===== config.mk =====
export PLATFORM = sky130hd
export DESIGN_NAME = mux_scan_ctrl
export DESIGN_NICKNAME = d
export VERILOG_FILES = /design/src/rtl/mux_scan_ctrl_pkg.sv /design/src/rtl/mux_scan_ctrl_dwell_counter.sv /design/src/rtl/mux_scan_ctrl.sv
export SDC_FILE = /design/constraint.sdc
export NUM_CORES = 1
export LEC_CHECK = 0
export CORE_ASPECT_RATIO = 1.2
export CORE_UTILIZATION = 45
export DETAILED_ROUTE_END_ITERATION = 6
export DONT_BUFFER_PORTS = 1
export PLACE_DENSITY = 0.66
export REMOVE_ABC_BUFFERS = 1
export SLEW_MARGIN = 40
export SYNTH_ARGS = -nofsm -noshare
export SYNTH_HDL_FRONTEND = slang
export SYNTH_HIERARCHICAL = 1
export SYNTH_SLANG_ARGS = --single-unit

===== constraint.sdc =====
create_clock -name clk -period 2.4 [get_ports clk]
set_input_delay 0.24 -clock clk [delete_from_list [all_inputs] [get_ports clk]]
set_output_delay 0.24 -clock clk [all_outputs]
set_load 0.01 [all_outputs]

===== src/rtl/mux_scan_ctrl_pkg.sv =====
// Shared definitions for the mux select sequencer / sample assembler.
package mux_scan_ctrl_pkg;

    // Default geometry of the scanned mux.
    localparam int NCH_DEF   = 8;
    localparam int SEL_W_DEF = 3;

    // Dwell counter geometry: 4 bits is enough for the largest legal dwell.
    localparam int CNT_W     = 4;
    localparam int DWELL_MAX = 15;

    // Controller states, exposed on the state output for observation.
    typedef enum logic [1:0] {
        IDLE = 2'd0,
        SCAN = 2'd1,
        DONE = 2'd2
    } state_t;

    // Terminal count for a given dwell. The dwell is clamped into 1..DWELL_MAX
    // so an out-of-range parameter can never push the counter past its width.
    function automatic logic [CNT_W-1:0] dwell_tc(input int dwell);
        int d;
        d = dwell;
        if (d < 1) begin
            d = 1;
        end
        if (d > DWELL_MAX) begin
            d = DWELL_MAX;
        end
        return CNT_W'(d - 1);
    endfunction

endpackage


===== src/rtl/mux_scan_ctrl_dwell_counter.sv =====
// Per-channel dwell counter. Counts cycles while enabled and raises tc on the
// cycle in which the count equals DWELL-1; the count wraps to 0 on that edge
// so the next channel starts from a clean count.
module mux_scan_ctrl_dwell_counter
    import mux_scan_ctrl_pkg::*;
#(
    parameter int DWELL = 2
) (
    input  logic clk,
    input  logic rst_n,
    input  logic en,
    output logic tc
);

    localparam logic [CNT_W-1:0] TC_VAL = dwell_tc(DWELL);

    logic [CNT_W-1:0] count;

    // Terminal count only matters while the counter is actually running.
    assign tc = en && (count == TC_VAL);

    // Count while enabled; hold at zero whenever disabled so entry into a
    // scan always starts from a zero count.
    always_ff @(posedge clk) begin
        if (!rst_n) begin
            count <= '0;
        end else if (!en) begin
            count <= '0;
        end else if (count == TC_VAL) begin
            count <= '0;
        end else begin
            count <= count + CNT_W'(1);
        end
    end

endmodule


===== src/rtl/mux_scan_ctrl.sv =====
// Select sequencer and sample assembler around an 8:1 mux.
//
// Handshake: a scan is requested by start (only looked at in IDLE, ignored
// otherwise, never queued). busy is high from the start edge until the edge
// that leaves DONE for IDLE; in continuous mode it never drops between scans.
// valid is a single-cycle pulse, coincident with the DONE state, in the cycle
// where word_out first shows the new scan. abort (or reset) drops the scan in
// flight without any valid and without touching word_out.
module mux_scan_ctrl
    import mux_scan_ctrl_pkg::*;
#(
    parameter int DWELL = 2,
    parameter int NCH   = NCH_DEF,
    parameter int SEL_W = SEL_W_DEF
) (
    input  logic             clk,
    input  logic             rst_n,
    input  logic             start,
    input  logic             cont,
    input  logic             abort,
    input  logic             d_in,
    output logic [SEL_W-1:0] sel,
    output logic [NCH-1:0]   word_out,
    output logic             valid,
    output logic             busy,
    output state_t           state
);

    localparam logic [SEL_W-1:0] LAST_SEL = SEL_W'(NCH - 1);

    logic [NCH-1:0] shadow;
    logic [NCH-1:0] captured;
    logic           cnt_en;
    logic           tc;

    // The counter only runs in SCAN; an abort clears it on the same edge that
    // the FSM returns to IDLE.
    assign cnt_en = (state == SCAN) && !abort;

    mux_scan_ctrl_dwell_counter #(
        .DWELL (DWELL)
    ) u_dwell (
        .clk   (clk),
        .rst_n (rst_n),
        .en    (cnt_en),
        .tc    (tc)
    );

    // Shadow contents with the current mux output merged at the current
    // channel: what the shadow becomes on a sampling edge, and on the last
    // channel the word that is published.
    always_comb begin
        captured      = shadow;
        captured[sel] = d_in;
    end

    // Scan FSM with select, shadow and output word registers.
    always_ff @(posedge clk) begin
        if (!rst_n) begin
            state    <= IDLE;
            sel      <= '0;
            shadow   <= '0;
            word_out <= '0;
            valid    <= 1'b0;
            busy     <= 1'b0;
        end else begin
            valid <= 1'b0;
            case (state)
                IDLE: begin
                    sel  <= '0;
                    busy <= 1'b0;
                    if (start && !abort) begin
                        state  <= SCAN;
                        busy   <= 1'b1;
                        shadow <= '0;
                    end
                end

                SCAN: begin
                    if (abort) begin
                        state  <= IDLE;
                        busy   <= 1'b0;
                        sel    <= '0;
                        shadow <= '0;
                    end else if (tc) begin
                        shadow <= captured;
                        if (sel == LAST_SEL) begin
                            // Last channel: publish the word on the same
                            // edge that enters DONE.
                            state    <= DONE;
                            word_out <= captured;
                            valid    <= 1'b1;
                        end else begin
                            sel <= sel + SEL_W'(1);
                        end
                    end
                end

                DONE: begin
                    sel    <= '0;
                    shadow <= '0;
                    if (abort) begin
                        state <= IDLE;
                        busy  <= 1'b0;
                    end else if (cont) begin
                        // Back-to-back scan: no idle cycle, busy stays high.
                        state <= SCAN;
                        busy  <= 1'b1;
                    end else begin
                        state <= IDLE;
                        busy  <= 1'b0;
                    end
                end

                default: begin
                    state  <= IDLE;
                    sel    <= '0;
                    shadow <= '0;
                    busy   <= 1'b0;
                end
            endcase
        end
    end

endmodule

# Word level (Yosys, flattened, before mapping)
# Index checks and enable logic that the tools add are counted.
dict set report totals {
  output_inout_bits 15
  wordCells 58
  in_bits 6
  reg_bits 27
}
dict set report op_classes {
  mux 20
  reduce_logical 13
  n_addsub 2
  magnitude_cmp 2
  n_eq_ne 8
  n_bitwise 6
}
# cell count
set op_table {}
lappend op_table {{8-bit 2-to-1 mux} 3}
lappend op_table {{8-bit case mux with 2 select lines} 1}
lappend op_table {{8-bit bitwise mux} 1}
lappend op_table {{1-bit 2-to-1 mux} 8}
lappend op_table {{2-bit 2-to-1 mux} 4}
lappend op_table {{1-bit NOT} 6}
lappend op_table {{2-bit case mux with 3 select lines} 1}
lappend op_table {{3-bit OR reduction} 2}
lappend op_table {{4-bit by 1-bit adder with 4-bit output, second input constant} 1}
lappend op_table {{4-bit by 1-bit equality test with 1-bit output, second input constant} 1}
lappend op_table {{1-bit logical AND} 4}
lappend op_table {{3-bit by 4-bit less-than comparator with 1-bit output, second input constant} 1}
lappend op_table {{2-bit inequality test, second input constant} 2}
lappend op_table {{2-bit AND reduction} 2}
lappend op_table {{4-bit AND reduction} 1}
lappend op_table {{4-bit OR reduction} 1}
lappend op_table {{3-bit by 1-bit adder with 3-bit output, second input constant} 1}
lappend op_table {{1-bit demux with 3-bit select} 1}
lappend op_table {{3-bit equality test, second input constant} 1}
lappend op_table {{3-bit by 1-bit greater-or-equal comparator with 1-bit output, second input constant} 1}
lappend op_table {{3-bit by 2-bit inequality test with 1-bit output, second input constant} 1}
lappend op_table {{3-bit inequality test, second input constant} 1}
lappend op_table {{1-bit case mux with 3 select lines} 1}
lappend op_table {{3-bit AND reduction} 1}
lappend op_table {{4 further kinds} 4}

# Depth between registers and ports, before layout
# Gate-level depths: netlist of the first run.
dict set report depth {
  word_depth 8
  depth_mapped 8
  depth_no_buf 7
}

# By module
# Netlist of the first run, hierarchy kept.
# module cells_each area_per_inst_um2 instances seq_area_each_um2
set by_module_without_submodules {}
lappend by_module_without_submodules {mux_scan_ctrl 95 999.7 1 460.4}
lappend by_module_without_submodules {mux_scan_ctrl_dwell_counter 17 187.7 1 80.1}

# Worst setup path after synthesis of the first run
# Ideal clock, no wire load.
dict set report synth_path {
  path_type {register to register}
  from {register state[0]}
  to {register word_out[0]}
  path_buffers 2
  required_time_ns 2.314
  arrival_time_ns 1.992
  stages_incl_launch_ff 8
  setup_time_ns 0.086
  slack_ns 0.323
  synth_period_minus_slack_ns 2.077
  cell_sequence {dfxtp_1 > nor3b_4 > buf_4 > nor4b_1 > and2_1 > clkbuf_1 > a21oi_1 > a211oi_1}
}
dict set report synth_between {
  elab_chain_len 4
}
# element line
set synth_lines {}
lappend synth_lines {{from (decl)} mux_scan_ctrl.sv:26} ;# output state_t state
lappend synth_lines {{from (signal assigned)} mux_scan_ctrl.sv:60} ;# state <= IDLE;
lappend synth_lines {{from (signal assigned)} mux_scan_ctrl.sv:73} ;# state <= SCAN;
lappend synth_lines {{from (signal assigned)} mux_scan_ctrl.sv:81} ;# state <= IDLE;
lappend synth_lines {{2-bit by 1-bit equality test with 1-bit output} mux_scan_ctrl.sv:38} ;# assign cnt_en = (state == SCAN) && !abort;
lappend synth_lines {{1-bit logical AND} mux_scan_ctrl.sv:38}
lappend synth_lines {{via cnt_en} mux_scan_ctrl.sv:33} ;# logic cnt_en;
lappend synth_lines {{1-bit logical AND} mux_scan_ctrl_dwell_counter.sv:20} ;# assign tc = en && (count == TC_VAL);
lappend synth_lines {{via tc} mux_scan_ctrl.sv:34} ;# logic tc;
lappend synth_lines {{4-bit AND reduction (no source line)} -}
lappend synth_lines {{to (signal assigned)} mux_scan_ctrl.sv:91} ;# word_out <= captured;
lappend synth_lines {{to (decl)} mux_scan_ctrl.sv:23} ;# output logic [NCH-1:0] word_out,
# The timed path passes the listed nets, and every way through them passes these cells.
# A chain may end at the register's enable or synchronous reset.

# Worst setup path in the final report of the first run
dict set report layout_path {
  from {register state[0]}
  to {register word_out[2]}
}
dict set report layout_between {
  elab_chain_len 4
}
# element line
set layout_lines {}
lappend layout_lines {{2-bit by 1-bit equality test with 1-bit output} mux_scan_ctrl.sv:38}
lappend layout_lines {{1-bit logical AND} mux_scan_ctrl.sv:38}
lappend layout_lines {{1-bit logical AND} mux_scan_ctrl_dwell_counter.sv:20}
lappend layout_lines {{via tc} mux_scan_ctrl.sv:34}
lappend layout_lines {{4-bit AND reduction (no source line)} -}
# The timed path passes the listed nets, and every way through them passes these cells.

==> flow_metrics.py, run 1 <==
metrics = {
    "status": {
        "status": "finished, final reports clean",
    },
    "global_route": {
        "grt_pass1_vias": 784,
        "track_usage_pct": 16.69,
        "grt_first_pass_wirelength_mm": 3.608,
        "overflow": 0,
        "antenna_found_initial": 0,
        "grt_max_degree": 17,
    },
    "yosys": {
        "synth_cells": 112,
        "synth_flop_cell": "dfxtp_1",
        "ys_ff_latch": 27,
        "synth_edf_count": 0,
        "syn_avg_cell_area_sq_um": 10.60,
        "ys_top_cells_by_count": "dfxtp_1 (27), mux2i_1 (10), a211oi_1 (8), a21oi_1 (8), o2bb2ai_1 (8)",
        "yosysTopAreaCell": "dfxtp_1",
        "synth_top_cell_area_share_pct": 45.52,
        "synth-warning-count": 6,
        "ys_async_sr_fraction_pct": 0,
        "yosys-top-cells-area": "dfxtp_1 (46%), mux2i_1 (8.4%), o2bb2ai_1 (5.9%)",
        "ys_seq_area_share_pct": 45.52,
        "synthesis.area_sq_mm": 0.001187,
        "synth_cell_types": 30,
        "synth.most_common_cell": "dfxtp_1",
    },
    "place": {
        "dpl_worst_slack_ps": 442.3,
        "dpl.cell_count": 140,
        "dpl.hpwl_mm": 1.503,
        "gp_congestion": 0.7126,
        "io_buffers": 0,
        "dpl_cell_area_sq_mm": 0.001209,
    },
    "min_path": {
        "min_path_type": "in -> reg",
    },
    "route": {
        "dr.pass1.iters": 4,
        "viasPerCell": 5.660,
        "route.detailed.drc": 0,
        "drtIter0Drc": 17,
        "routed_wl_mm": 2.050,
        "wl_per_cell_um": 14.24,
        "postRouteAntennaNets": 0,
        "vias": 815,
    },
    "sta": {
        "max_clock_freq_ghz": 0.5111,
        "hold_viol": 0,
        "tns_ps": 0,
        "fin_ws_ps": 443.5,
        "worst_pin_slew_ps": 602.0,
        "period_share_pct": 81.52,
        "drv_slew": 0,
        "timing.final.crit_period_ps": 1957,
        "finalSetupViolations": 0,
        "clock-skew-final_ps": 8.560,
        "slew_headroom_pct": 59.87,
        "rsz0062_at_grt": "no",
    },
    "setup_path": {
        "critPathCaptureType": "flop",
        "critPathLaunchType": "flop",
        "cp.arrival_ps": 2170,
        "worstSetupPathType": "reg -> reg",
        "cp_max_fo": 12,
        "crit_required_ps": 2610,
    },
    "pwr": {
        "power_mw": 0.6732,
        "cellPowerDensity_mw_per_mm2": 543.5,
        "ir_drop_uv": 206.2,
        "p_leak_nw": 0.4229,
    },
    "clock_tree": {
        "cts_resized": 0,
        "cts_max_path_buffers": 2,
        "htreeDepth": 1,
        "cts_tree": "built",
        "hold_buffers": 0,
        "path_clk_slew_ps": 140,
        "cts_sinks": 27,
        "cts-buffers-inserted": 3,
        "postCtsSetupRepairBufs": 0,
        "clkLatencyLatePin_ps": 320,
        "clock-root-buffer": "clkbuf_4",
    },
    "layout": {
        "drive_above_1_share_pct": 12.61,
        "fillers": 238,
        "nNetsFinal": 122,
        "syn2layout_area_growth_pct": 4.320,
        "fin_cells": 144,
        "diodes": 0,
        "fin_area_sq_mm": 0.001239,
    },
    "floorplan": {
        "pin_count": 21,
        "dieHeight_um": 58.27,
        "die_x_um": 48.89,
        "placementRows": 20,
        "die-area_sq_mm": 0.002849,
        "coreArea_sq_mm": 0.002527,
        "start_util_pct": 46.98,
    },
    "flow_run": {
        "max_cap_violations": 0,
    },
}
==> metrics by stage <==
step	utilization [%]	hold WS (ps)
3_5_place_dp	47.82	389.8
6_report	49.01	51.21
4_1_cts	49.01	33.60
2_1_floorplan	-	378.9
5_1_grt	49.01	22.14
3_3_place_gp	47.82	386.2
==> where the power goes <==
group / internal [mW] / leakage (nW) / switching (mW) / total (mW)
registers: 0.451 / 0.218 / 0.00288 / 0.453
clock network: 0.0636 / 0.0139 / 0.133 / 0.197
logic: 0.00947 / 0.191 / 0.0137 / 0.0232
total: 0.524 / 0.423 / 0.150 / 0.673
==> flip-flops by register name, summed over array words and instances, names as in the netlist <==
signal         flops
busy               1
u_dwell/count      4
valid              1
sel                3
state              2
word_out           8
shadow             8
==> cells by family after synthesis <==
logic type | Yosys count | share of synthesized area [%]
AO/OA/AOI/OAI | 28 | 19.92
XOR/XNOR | 3 | 2.213
adder cells (fa/ha/maj) | 4 | 4.215
buffers and inverters | 10 | 3.899
flip-flops | 27 | 45.52
multiplexers | 11 | 9.379
AND/OR/NAND/NOR | 29 | 14.86
==> worst max-delay path, cell delays in order (launching register included) <==
cell and delay, ps:
dfxtp_1 450, nor3b_4 230, nor4b_1 330, and2_1 400, and2_1 330, a211oi_1 110
==> layout by cell type, fill, tap and decap left out, drive strengths merged, types with 2 or more instances in the layout <==
| cell | instances |
|---|---|
| nand3 | 5 |
| a21oi | 8 |
| clkbuf | 3 |
| nor2 | 8 |
| and2 | 2 |
| o2bb2ai | 8 |
| a211oi | 8 |
| nand2 | 2 |
| buf | 2 |
| nand3b | 3 |
| inv | 3 |
| and3 | 2 |
| nor3b | 4 |
| mux2i | 10 |
| dfxtp | 27 |
| ha | 4 |
| xnor2 | 2 |
==> per-layer routing <==
metal  vias to the layer above  wire (um)  global-route usage [%]
met4                         0         16                   8.824
li1                        407          -                       -
met5                         -          0                       0
met3                         2        142                   3.937
met1                       381        971                   22.42
met2                        25        919                   24.80
==> layout make-up <==
| type | count | area, sq um | share of cell area [%] |
|---|---|---|---|
| Clock inverter | 1 | 7.507 | 0.6061 |
| Inverter | 3 | 11.26 | 0.9091 |
| Timing Repair Buffer | 2 | 15.01 | 1.212 |
| Tap cell | 33 | 41.29 | 3.333 |
| Sequential cell | 27 | 540.5 | 43.64 |
| Clock buffer | 3 | 22.52 | 1.818 |
| Multi-Input combinational cell | 75 | 600.6 | 48.48 |
==> path summary, 6_finish.rpt <==
kind                                start               end  slack (ps)  cells past startpoint
worst max-delay path             state[0]       word_out[2]         440                      5
worst max register to register   state[0]       word_out[2]         440                      5
worst min-delay path                rst_n  u_dwell/count[3]          50                      2
worst min register to register  shadow[4]         shadow[4]         480                      1
(Power assumes the default switching activity.)
==> run 2, diff against run 1 <==
==> constraint.sdc (replaced) <==
create_clock -name clk -period 2 [get_ports clk]
set_input_delay 0.2 -clock clk [delete_from_list [all_inputs] [get_ports clk]]
set_output_delay 0.2 -clock clk [all_outputs]
set_load 0.01 [all_outputs]
==> flow_metrics.py, run 2 (same netlist as run 1, synthesis figures left out) <==
metrics = {
    "setup_path": {
        "r2r-end": "shadow[5]",
        "path_cells": "inv_1 > ha_1 > inv_1 > nor4b_2 > buf_4 > o21a_1 > a2111oi_4 > o2bb2ai_1",
        "cp.arrival_ps": 2060,
        "worstSetupPathType": "reg -> reg",
        "cpMostUsedCell": "inv_1",
        "cp_max_fo": 8,
        "critPathLaunchType": "flop",
        "critPathCaptureType": "flop",
        "max_stage_delay_ps": 430,
        "ff2ff_path_depth": 8,
        "critPathBufInv": 3,
        "r2r_slack_ps": 180,
        "crit_family": "compound AO/OA/AOI/OAI gates",
        "crit_required_ps": 2240,
        "r2r_start": "u_dwell/count[1]",
        "cpMaxStageDelayCell": "a2111oi_4",
    },
    "route": {
        "routed_wl_mm": 2.146,
        "dr.pass1.iters": 4,
        "viasPerCell": 5.580,
        "drtIter0Drc": 13,
        "route.detailed.drc": 0,
        "postRouteAntennaNets": 0,
        "vias": 837,
        "wl_per_cell_um": 14.31,
    },
    "sta": {
        "rsz0062_at_grt": "no",
        "hold_viol": 0,
        "holdWs_ps": 24.83,
        "clock-skew-final_ps": 7.623,
        "max_clock_freq_ghz": 0.5498,
        "drv_slew": 0,
        "timing.final.crit_period_ps": 1819,
        "worst_pin_slew_ps": 540.9,
        "period_share_pct": 90.94,
        "finalSetupViolations": 0,
        "tns_ps": 0,
        "slew_headroom_pct": 63.94,
    },
    "layout": {
        "diodes": 0,
        "mostFrequentLayoutCell": "dfxtp_1",
        "drive_above_1_share_pct": 16.24,
        "final_core_util_pct": 50.99,
        "syn2layout_area_growth_pct": 8.536,
        "fin_cells": 150,
        "final_cell_mix": "dfxtp_1 (27), mux2i_1 (10), a21oi_1 (8), a211oi_1 (8), o2bb2ai_1 (8)",
        "nNetsFinal": 128,
        "reg_top3": "shadow x8, word_out x8, u_dwell/count x4",
        "fin_area_sq_mm": 0.001289,
    },
    "clock_tree": {
        "postCtsSetupRepairBufs": 0,
        "cts_max_path_buffers": 2,
        "cts-buffers-inserted": 3,
        "clkLatencyLatePin_ps": 310,
        "clock-root-buffer": "clkbuf_4",
        "cts_sinks": 27,
        "cts_tree": "built",
        "htreeDepth": 1,
        "path_clk_slew_ps": 140,
    },
    "place": {
        "dpl_cell_area_sq_mm": 0.001246,
        "io_buffers": 0,
        "dpl.hpwl_mm": 1.654,
        "gp_congestion": 0.7010,
        "dpl.cell_count": 145,
    },
    "min_path": {
        "min_path_type": "in -> reg",
        "hold_depth": 2,
        "min_from": "rst_n",
        "hold_end": "busy",
    },
    "floorplan": {
        "placementRows": 20,
        "start_util_pct": 46.98,
        "die_x_um": 48.89,
        "die-area_sq_mm": 0.002849,
        "coreArea_sq_mm": 0.002527,
        "dieHeight_um": 58.27,
        "pin_count": 21,
    },
    "pwr": {
        "clockPowerShare_pct": 28.2,
        "cellPowerDensity_mw_per_mm2": 622.0,
        "power_frac_seq_pct": 67.7,
        "p_switching_mw": 0.1689,
        "p_leak_nw": 0.4555,
        "internal_power_mw": 0.6327,
        "ir_drop_uv": 276.6,
        "power_frac_comb_pct": 4.1,
        "sw_frac_of_total_pct": 21.07,
    },
    "global_route": {
        "antenna_found_initial": 0,
        "grt_pass1_vias": 861,
        "overflow": 0,
        "grt_first_pass_wirelength_mm": 3.843,
        "track_usage_pct": 17.84,
        "grt_max_degree": 16,
    },
    "flow_run": {
        "max_cap_violations": 0,
    },
    "status": {
        "status": "finished, final reports clean",
    },
}
==> run 2: cell count changes in the layout (fill, tap and decap cells not counted) <==
cell | previous run | this run
buf_4 | 2 | 7
clkbuf_1 | 0 | 1
clkinvlp_4 | 1 | 0
dlygate4sd3_1 | 0 | 1
nor4b_1 | 1 | 0
nor4b_2 | 0 | 1
==> run 2: worst max path at each step <==
stage / start / to / slack [ps] / cells after the start
6_report: u_dwell/count[1] / shadow[5] / 180 / 8
2_1_floorplan: state[0] / word_out[0] / -140 / 5
5_1_grt: u_dwell/count[0] / word_out[3] / 70 / 7
3_5_place_dp: u_dwell/count[0] / word_out[0] / 160 / 7
3_3_place_gp: u_dwell/count[0] / word_out[3] / 250 / 6
4_1_cts: u_dwell/count[0] / word_out[0] / 110 / 7
==> run 2: per-stage QoR <==
stage	total power, mW	worst slack (ps)
floorplan	0.5774	-144.4
CTS	0.8094	112.4
detailed placement	0.5855	158.4
global placement	0.5847	246.6
finish	0.8015	181.2
global route	0.8428	69.44
==> run 2: what timing repair did <==
action / CTS / global route
gates resized for setup: 0 / 1
hold endpoints to repair: 0 / 2
endpoints found under the setup margin: 0 / 7
hold buffers: 0 / 1
==> run 2: worst register-to-register path: cells and delay by family, from the launching register on <==
family / cells / cell delay (ps)
flip-flops: 1 / 380
adder cells (fa/ha/maj): 1 / 170
AO/OA/AOI/OAI: 3 / 810
buffers and inverters: 3 / 320
AND/OR/NAND/NOR: 1 / 80
==> run 2: layout make-up <==
class,instances,area (sq um)
timing repair buffer,8,62.56
fill,235,1239
tap,33,41.29
clock buffer,4,26.28
sequential,27,540.5
multi-input combinational,75,606.8
inverter,3,11.26
==> run 2: metal layers <==
metal / wire length (um) / vias up / global-route usage (%)
met4: 23 / 0 / 8.824
li1: - / 419 / -
met5: 0 / - / 0
met3: 128 / 2 / 4.724
met1: 990 / 396 / 20.42
met2: 1004 / 20 / 30.75
==> run 2: power by group through the flow <==
stage,registers [mW],logic [mW],clock network (mW)
6_report,0.543,0.0332,0.226
5_1_grt,0.544,0.0361,0.263
4_1_cts,0.543,0.0309,0.236
3_5_place_dp,0.555,0.0308,0
3_3_place_gp,0.554,0.0304,0
2_1_floorplan,0.555,0.0222,0
==> run 3, diff against run 2 <==
==> constraint.sdc (replaced) <==
create_clock -name clk -period 2 [get_ports clk]
set_input_delay 0.4 -clock clk [delete_from_list [all_inputs] [get_ports clk]]
set_output_delay 0.4 -clock clk [all_outputs]
set_load 0.01 [all_outputs]
==> flow_metrics.py, run 3 (same netlist as run 1, synthesis figures left out) <==
metrics = {
    "status": {
        "status": "finished, final reports clean",
    },
    "route": {
        "postRouteAntennaNets": 0,
        "vias": 844,
        "drtIter0Drc": 34,
        "route.detailed.drc": 0,
        "dr.pass1.iters": 4,
        "routed_wl_mm": 2.192,
        "wl_per_cell_um": 14.61,
        "viasPerCell": 5.627,
    },
    "clock_tree": {
        "cts-buffers-inserted": 3,
        "hold_buffers": 0,
        "path_clk_slew_ps": 160,
        "postCtsSetupRepairBufs": 0,
        "clock-root-buffer": "clkbuf_4",
        "cts_resized": 0,
        "cts_max_path_buffers": 2,
        "cts_tree": "built",
        "htreeDepth": 1,
        "clkLatencyLatePin_ps": 340,
        "cts_sinks": 27,
    },
    "layout": {
        "final_cell_mix": "dfxtp_1 (27), mux2i_1 (10)",
        "fin_area_sq_mm": 0.001284,
        "fin_cells": 150,
        "reg_top3": "shadow x8, word_out x8, u_dwell/count x4",
        "syn2layout_area_growth_pct": 8.114,
        "final_core_util_pct": 50.79,
        "diodes": 0,
        "mostFrequentLayoutCell": "dfxtp_1",
        "fillers": 240,
        "nNetsFinal": 128,
        "drive_above_1_share_pct": 17.09,
    },
    "pwr": {
        "cellPowerDensity_mw_per_mm2": 642.9,
        "p_leak_nw": 0.4550,
        "ir_drop_uv": 252.3,
    },
    "min_path": {
        "min_from": "rst_n",
        "min_path_type": "in -> reg",
    },
    "setup_path": {
        "cp.arrival_ps": 2050,
        "critPathLaunchType": "flop",
        "cp_max_fo": 8,
        "crit_required_ps": 2260,
        "r2r_start": "u_dwell/count[0]",
        "worstSetupPathType": "reg -> reg",
        "crit_start": "u_dwell/count[0]",
        "r2r_slack_ps": 210,
        "critPathCaptureType": "flop",
    },
    "sta": {
        "slew_headroom_pct": 71.46,
        "clock-skew-final_ps": 15.84,
        "timing.final.crit_period_ps": 1791,
        "period_share_pct": 89.54,
        "drv_slew": 0,
        "hold_viol": 0,
        "rsz0062_at_grt": "no",
        "max_clock_freq_ghz": 0.5584,
        "finalSetupViolations": 0,
        "worst_pin_slew_ps": 427.6,
    },
    "global_route": {
        "grt_first_pass_wirelength_mm": 3.746,
        "grt_max_degree": 17,
        "grt_pass1_vias": 834,
        "track_usage_pct": 17.57,
        "overflow": 0,
        "antenna_found_initial": 0,
    },
    "place": {
        "io_buffers": 0,
        "dpl_cell_area_sq_mm": 0.001254,
        "gp_congestion": 0.7125,
        "dpl.cell_count": 146,
        "dpl.hpwl_mm": 1.634,
    },
    "floorplan": {
        "die_x_um": 48.89,
        "pin_count": 21,
        "start_util_pct": 46.98,
        "dieHeight_um": 58.27,
        "die-area_sq_mm": 0.002849,
        "coreArea_sq_mm": 0.002527,
        "placementRows": 20,
    },
    "flow_run": {
        "max_cap_violations": 0,
    },
}
run 3: cell count changes in the layout (fill, tap and decap cells not counted), sizes merged:
cell / change
buf: +1
clkbuf: -1
clkinvlp: +1
dlygate4sd3: -1
run 3: final timing paths:
path | end | cells after the start
worst max-delay path | word_out[6] | 8
worst min-delay path | u_dwell/count[3] | 2
worst max register to register | word_out[6] | 8
worst min register to register | shadow[4] | 1
run 3: final cells by class:
type / instances / area [sq um] / share of cell area [%]
inverters: 3 / 11.26 / 0.8772
repair buffers: 8 / 60.06 / 4.678
clock buffers: 3 / 22.52 / 1.754
flip-flops and latches: 27 / 540.5 / 42.11
multi-input cells: 75 / 600.6 / 46.78
well taps: 33 / 41.29 / 3.216
clock inverters: 1 / 7.507 / 0.5848
run 3: metrics by stage:
| step | setup WS (ps) | TNS [ps] | total power [mW] | hold WS [ps] |
|---|---|---|---|---|
| floorplan | -144.4 | -1154 | 0.5774 | 431.7 |
| global placement | 297.8 | 0 | 0.5871 | 443.7 |
| detailed placement | 209.3 | 0 | 0.5885 | 450.6 |
| CTS | 186.8 | 0 | 0.8363 | 181.7 |
| global route | 22.40 | 0 | 0.8582 | 182.0 |
| finish | 209.3 | 0 | 0.8253 | 198.5 |
run 3: worst max-delay path, cell delays in order, from the launching register on:
cell	delay, ps
dfxtp_1	410
ha_1	170
inv_1	70
nor4b_1	250
buf_4	170
and2_1	170
buf_4	170
a21oi_1	70
a211oi_1	240
run 3: report_power, final:
part	switching, mW	internal, mW	total [mW]
logic	0.0194	0.0148	0.0342
registers	0.00215	0.541	0.543
clock network	0.171	0.0768	0.248
total	0.193	0.632	0.825
run 3: per-layer routing:
layer  track usage, %  part of all wire, %  up-vias
met5                0                    0        -
met4            10.08                  2.3        0
met3            3.937                  5.0        5
met2            29.56                   47       24
met1            20.62                   46      389
li1                 -                    -      426
